`src/rtl/mac_stat_pkg.sv`:
```
// rtl/mac_stat_pkg.sv - shared addresses, sizes and FSM encoding for the MAC statistics poller
// Contents: MAC statistics register word addresses, NUM_STATS, poller state_t, stat_addr() helper.
package mac_stat_pkg;

  localparam logic [7:0] STAT_TX_OK     = 8'h1A;
  localparam logic [7:0] STAT_RX_OK     = 8'h1B;
  localparam logic [7:0] STAT_FCS_ERR   = 8'h1C;
  localparam logic [7:0] STAT_ALIGN_ERR = 8'h1D;

  localparam int NUM_STATS = 4;

  typedef enum logic [2:0] {
    ST_IDLE,
    ST_WAIT,
    ST_RD,
    ST_GAP,
    ST_COMMIT,
    ST_ABORT
  } state_t;

  // Counters sit at consecutive word addresses starting at STAT_TX_OK.
  function automatic logic [7:0] stat_addr(input logic [1:0] idx);
    return STAT_TX_OK + {6'd0, idx};
  endfunction

endpackage

```
`src/rtl/mac_stat_timer.sv`:
```
// rtl/mac_stat_timer.sv - poll period counter with early start and terminal-count pulse
// Ports:
//   clk, rst_n : clock, asynchronous active-low reset
//   en         : count while high; the counter is held at zero while low
//   start      : request an immediate terminal count (only honoured while en)
//   tc         : combinational terminal-count pulse; the counter restarts from zero after it
module mac_stat_timer #(
  parameter int POLL_PERIOD = 1250000
) (
  input  logic clk,
  input  logic rst_n,
  input  logic en,
  input  logic start,
  output logic tc
);

  localparam int CW = (POLL_PERIOD > 1) ? $clog2(POLL_PERIOD) : 1;

  logic [CW-1:0] count;

  assign tc = en && (start || (count == CW'(POLL_PERIOD - 1)));

  always_ff @(posedge clk or negedge rst_n) begin
    if (!rst_n) begin
      count <= '0;
    end else if (!en || tc) begin
      count <= '0;
    end else begin
      count <= count + CW'(1);
    end
  end

endmodule

```
`src/rtl/mac_stat_poller.sv`:
```
// rtl/mac_stat_poller.sv - periodic Avalon-MM reader of MAC frame statistics with atomic snapshot
// Optional feature macro: MAC_STAT_DELTA_EN (adds per-counter delta outputs).
// Ports:
//   clk, rst_n           : clock, asynchronous active-low reset
//   cfg_done             : MAC configuration complete; poller idles while low
//   poll_req             : one-cycle request to start a round now (honoured only in WAIT)
//   address, read        : Avalon-MM master address / read strobe
//   readdata, waitrequest: Avalon-MM read data / wait request
//   tx_ok_cnt .. align_err_cnt : committed snapshot of the four counters
//   stat_valid           : one-cycle pulse when a snapshot is committed
//   bus_err              : sticky read-timeout flag, cleared only by reset
//   *_delta (optional)   : new snapshot minus previous snapshot, modulo 2^32
module mac_stat_poller
  import mac_stat_pkg::*;
#(
  parameter int POLL_PERIOD  = 1250000,
  parameter int WAIT_TIMEOUT = 255
) (
  input  logic        clk,
  input  logic        rst_n,
  input  logic        cfg_done,
  input  logic        poll_req,
  output logic [7:0]  address,
  output logic        read,
  input  logic [31:0] readdata,
  input  logic        waitrequest,
  output logic [31:0] tx_ok_cnt,
  output logic [31:0] rx_ok_cnt,
  output logic [31:0] fcs_err_cnt,
  output logic [31:0] align_err_cnt,
  output logic        stat_valid,
  output logic        bus_err
`ifdef MAC_STAT_DELTA_EN
  ,
  output logic [31:0] tx_ok_delta,
  output logic [31:0] rx_ok_delta,
  output logic [31:0] fcs_err_delta,
  output logic [31:0] align_err_delta
`endif
);

  localparam int WW = ($clog2(WAIT_TIMEOUT + 1) > 8) ? $clog2(WAIT_TIMEOUT + 1) : 8;

  state_t         state_q, state_d;
  logic [1:0]     idx_q, idx_d;
  logic [WW-1:0]  wcnt_q, wcnt_d;
  logic [31:0]    shadow [NUM_STATS];
  logic           tc;
  logic           commit;

  mac_stat_timer #(.POLL_PERIOD(POLL_PERIOD)) u_timer (
    .clk   (clk),
    .rst_n (rst_n),
    .en    (cfg_done && (state_q == ST_WAIT)),
    .start (poll_req),
    .tc    (tc)
  );

  // read is a pure state decode, so a cfg_done drop removes it one cycle later.
  assign read   = (state_q == ST_RD);
  // A round interrupted by cfg_done never publishes its shadow contents.
  assign commit = (state_q == ST_COMMIT) && cfg_done;

  always_comb begin
    state_d = state_q;
    idx_d   = idx_q;
    wcnt_d  = wcnt_q;
    if (!cfg_done) begin
      state_d = ST_IDLE;
      idx_d   = '0;
      wcnt_d  = '0;
    end else begin
      case (state_q)
        ST_IDLE:   state_d = ST_WAIT;
        ST_WAIT: begin
          if (tc) begin
            state_d = ST_RD;
            idx_d   = '0;
            wcnt_d  = '0;
          end
        end
        ST_RD: begin
          if (!waitrequest) begin
            state_d = ST_GAP;
          end else if (wcnt_q == WW'(WAIT_TIMEOUT - 1)) begin
            state_d = ST_ABORT;
          end else begin
            wcnt_d = wcnt_q + WW'(1);
          end
        end
        ST_GAP: begin
          wcnt_d = '0;
          if (idx_q == 2'd3) begin
            state_d = ST_COMMIT;
          end else begin
            idx_d   = idx_q + 2'd1;
            state_d = ST_RD;
          end
        end
        ST_COMMIT: state_d = ST_WAIT;
        ST_ABORT:  state_d = ST_WAIT;
        default:   state_d = ST_IDLE;
      endcase
    end
  end

  always_ff @(posedge clk or negedge rst_n) begin
    if (!rst_n) begin
      state_q       <= ST_IDLE;
      idx_q         <= '0;
      wcnt_q        <= '0;
      address       <= 8'h00;
      tx_ok_cnt     <= '0;
      rx_ok_cnt     <= '0;
      fcs_err_cnt   <= '0;
      align_err_cnt <= '0;
      stat_valid    <= 1'b0;
      bus_err       <= 1'b0;
      for (int i = 0; i < NUM_STATS; i++) begin
        shadow[i] <= '0;
      end
`ifdef MAC_STAT_DELTA_EN
      tx_ok_delta     <= '0;
      rx_ok_delta     <= '0;
      fcs_err_delta   <= '0;
      align_err_delta <= '0;
`endif
    end else begin
      state_q    <= state_d;
      idx_q      <= idx_d;
      wcnt_q     <= wcnt_d;
      stat_valid <= commit;

      // Address is loaded only on RD entry, so it is stable through
      // waitrequest and holds its last value between reads.
      if (state_d == ST_RD) begin
        address <= stat_addr(idx_d);
      end

      if ((state_q == ST_RD) && !waitrequest) begin
        shadow[idx_q] <= readdata;
      end

      if (commit) begin
        tx_ok_cnt     <= shadow[0];
        rx_ok_cnt     <= shadow[1];
        fcs_err_cnt   <= shadow[2];
        align_err_cnt <= shadow[3];
`ifdef MAC_STAT_DELTA_EN
        // Unsigned wrap of the subtraction matches MAC counter rollover.
        tx_ok_delta     <= shadow[0] - tx_ok_cnt;
        rx_ok_delta     <= shadow[1] - rx_ok_cnt;
        fcs_err_delta   <= shadow[2] - fcs_err_cnt;
        align_err_delta <= shadow[3] - align_err_cnt;
`endif
      end

      if (state_q == ST_ABORT) begin
        bus_err <= 1'b1;
      end
    end
  end

endmodule

```
`config.mk`:
```
export PLATFORM = sky130hd
export DESIGN_NAME = mac_stat_poller
export DESIGN_NICKNAME = d
export VERILOG_FILES = /design/src/rtl/mac_stat_pkg.sv /design/src/rtl/mac_stat_timer.sv /design/src/rtl/mac_stat_poller.sv
export SDC_FILE = /design/constraint.sdc
export NUM_CORES = 1
export LEC_CHECK = 0
export ABC_CLOCK_PERIOD_IN_PS = 4300
export BUFFER_PORTS_ARGS = -buffer_cell sky130_fd_sc_hd__buf_2
export CORE_ASPECT_RATIO = 1.2
export CORE_UTILIZATION = 45
export DETAILED_ROUTE_END_ITERATION = 10
export PLACE_DENSITY = 0.63
export SETUP_SLACK_MARGIN = 0.1
export SLEW_MARGIN = 20
export SYNTH_ARGS = -nofsm -noshare
export SYNTH_HDL_FRONTEND = slang
export SYNTH_SLANG_ARGS = --single-unit
```
`constraint.sdc`:
```
create_clock -name clk -period 4.3 [get_ports clk]
set_input_delay 0.645 -clock clk [delete_from_list [all_inputs] [get_ports clk]]
set_output_delay 0.645 -clock clk [all_outputs]
set_load 0.02 [all_outputs]
```
==> reports/results.tsv <==
stage	metric	value	unit
worst_setup_path	worstPathArrival	2.91	ns
drt	dr_wl_met2	11200	um
floorplan	fp.dieW	149	um
drt	wl_met1	10100	um
worst_setup_path	ff2ff_setup_slack	1.81	ns
synthesis	syn_avg_cell_area	15.1	um2
placed_design	place.gp.congestion	0.797	
final_layout	finalInstanceArea	0.0138	mm2
grt	grt_max_degree	96	
floorplan	io_pins	176	
sta	fin_ws	1.81	ns
drt	ant_nets	0	
cts	cts_tree	yes	
synthesis	async_reset_ff_frac	1.00	
worst_setup_path	critical_path_class	reg -> reg	
placed_design	pre_cts_slack	1.80	ns
drt	vias_per_cell	5.13	
sta	fin_crit_sh	0.578	
synthesis	synth.ff_latch_count	296	
worst_setup_path	worstPathMaxFanout	32	
drt	drc	0	
sta	max_slew_margin	0.357	
final_layout	fillers	2108	
sta	skew	0.0184	ns
sta	fmax	0.402	GHz
worst_setup_path	worst_ep_required_time	4.72	ns
placed_design	hpwlAfterDp	14800	um
synthesis	yosysSeqAreaShare	0.637	
placed_design	dpl_cell_area	0.0128	mm2
cts	htree_num_levels	1	
cts	clk_pin_slew	0.06	ns
worst_setup_path	end_kind	flip-flop	
synthesis	synthFlopType	dfrtp_1	
drt	top_layer_used	met4	
floorplan	chipHeight	178	um
synthesis	synthCells	768	
drt	first_pass_iters	4	
floorplan	initial_core_util	0.457	
min_path	hold_class	in -> async	
final_layout	area_delta_synth_final	18.7	%
floorplan	rows	64	
floorplan	die_area	0.0265	mm2
cts	insertion_delay	0.55	ns
cts	cts_hold_buf	0	
drt	vias	6628	
cts	cts_buffers	29	
drt	routed_wl	22900	um
worst_setup_path	worstSetupStartpointType	flip-flop	
final_layout	nets	981	
cts	cts_resized	0	
synthesis	yosysWarnings	0	
pwr	total_leakage_power	7.20	nW
floorplan	core	0.0255	mm2
grt	antenna_found_initial	0	
pwr	power.density	425	mW/mm2
grt	grt_pass1_wl	37000	um
sta	fin_setup_tns	0	ns
sta	hold_viol_final	0	
synthesis	ys_types	52	
job	maxCapViolCount	0	
grt	first_global_vias	6723	
cts	cts_buffer_depth	3	
grt	grt_use_total	0.176	
sta	final_max_slew_viol_count	0	
synthesis	netlist_area	0.0116	mm2
pwr	worst_ir_drop_vdd	0.000318	V
synthesis	synth_edf_count	0	
final_layout	drive_gt1_frac	0.509	
sta	setup_viol	0	
sta	worst_pin_slew	0.964	ns
run_status	status	finished clean	
drt	drt-initial-drc-count	215	
cts	post-cts-setup-buffer-count	0	
sta	layout_min_cycle_time	2.49	ns
cts	clock-sinks	296	
drt	dr_wl_met3	1290	um
drt	wl_per_cell	17.7	um
placed_design	port_buffers	172	
cts	cts-root-buf	clkbuf_16	
sta	rsz0062_at_grt	false	
grt	grt_overflow	0	
==> cells by family after synthesis <==
logic type | count (synthesis) | share of synthesized area
buffers and inverters | 49 | 0.0209
AND/OR/NAND/NOR | 103 | 0.0495
AO/OA/AOI/OAI | 38 | 0.0239
multiplexers | 259 | 0.251
flip-flops | 296 | 0.637
XOR/XNOR | 19 | 0.0143
other | 1 | 0.000323
adder cells (fa/ha/maj) | 3 | 0.00323
==> area by class of cell <==
class / instances / area [um2] / area share
Inverter: 7 / 26.3 / 0.00190
Sequential cell: 296 / 7410 / 0.537
Antenna cell: 1 / 2.50 / 0.000181
Tap cell: 330 / 413 / 0.0299
Clock buffer: 45 / 876 / 0.0634
Multi-Input combinational cell: 425 / 4000 / 0.290
Clock inverter: 5 / 93.8 / 0.00680
Timing Repair Buffer: 182 / 983 / 0.0712
==> critical path, cell delays in order, from the launching register on <==
cell	delay, ns
dfrtp_1	0.52
nor3b_4	0.31
nand2_1	0.19
or3_2	0.88
mux2_1	0.47
==> cell usage in the layout, fill, tap and decap left out, types with 2 or more instances in the layout <==
cell type	n
a21oi_1	4
and2_1	4
and3_1	4
and4_1	5
buf_12	3
buf_2	171
buf_4	7
bufinv_16	2
clkbuf_1	7
clkbuf_16	29
clkbuf_8	9
conb_1	3
dfrtp_1	296
ha_1	3
inv_1	6
mux2_1	7
mux2_2	251
nand2_1	15
nand2b_1	4
nand3_1	14
nand4_1	6
nor2_1	29
nor2b_1	4
nor3_1	4
nor4_1	2
nor4b_2	2
o21ai_0	7
o31ai_1	11
xnor2_1	13
xor2_1	6
==> layer usage <==
metal	vias to the layer above	track usage
met4	0	0.0421
li1	3059	-
met2	139	0.290
met3	28	0.0381
met1	3402	0.239
met5	-	0
==> synthesized netlist by cell type, drive strengths merged (2+ instances only) <==
| cell type | number | area share |
|---|---|---|
| a21oi | 4 | 0.0017 |
| and2 | 4 | 0.0022 |
| and3 | 4 | 0.0022 |
| and4 | 5 | 0.0038 |
| buf | 31 | 0.015 |
| clkbuf | 11 | 0.0036 |
| dfrtp | 296 | 0.64 |
| ha | 3 | 0.0032 |
| inv | 7 | 0.0023 |
| mux2 | 258 | 0.25 |
| nand2 | 15 | 0.0048 |
| nand2b | 4 | 0.0022 |
| nand3 | 14 | 0.0060 |
| nand4 | 6 | 0.0032 |
| nor2 | 30 | 0.0097 |
| nor2b | 4 | 0.0022 |
| nor3 | 5 | 0.0026 |
| nor4 | 3 | 0.0022 |
| nor4b | 2 | 0.0026 |
| o21ai | 9 | 0.0042 |
| o31ai | 11 | 0.0071 |
| o41ai | 2 | 0.0022 |
| or3 | 2 | 0.0011 |
| xnor2 | 13 | 0.0098 |
| xor2 | 6 | 0.0045 |
==> sequential cells by signal, indices dropped and copies added (netlist names) <==
name,flops
state_q,3
bus_err,1
u_timer.count,21
address,4
align_err_cnt,32
tx_ok_cnt,32
shadow,128
fcs_err_cnt,32
rx_ok_cnt,32
stat_valid,1
idx_q,2
wcnt_q,8
==> metrics by stage <==
step | hold slack (ns) | utilization | std cells | power (W)
after CTS | 0.135 | 0.542 | 1290 | 0.00596
final | 0.118 | 0.542 | 1291 | 0.00587
after global routing | 0.169 | 0.542 | 1290 | 0.00612
after floorplan | 0.349 | - | 770 | 0.00324
after global placement | 0.468 | 0.504 | 1240 | 0.00337
after detailed placement | 0.473 | 0.504 | 1240 | 0.00339
==> where the power goes <==
group / total, W / internal, W / switching, W
Combinational: 0.000295 / 0.000149 / 0.000147
Clock: 0.00254 / 0.00151 / 0.00103
Sequential: 0.00303 / 0.00295 / 0.0000808
Total: 0.00587 / 0.00461 / 0.00126
==> worst paths after layout <==
check                                 start             to  cells after the start
worst min-delay path                  rst_n     shadow[46]                      1
worst max-delay path             state_q[1]     shadow[89]                      4
worst min register to register  shadow[101]    shadow[101]                      1
min in group clk                readdata[5]    shadow[101]                      2
max in group asynchronous             rst_n  rx_ok_cnt[24]                      2
worst max register to register   state_q[1]     shadow[89]                      4
No activity file was read; power rests on OpenSTA's default activity.
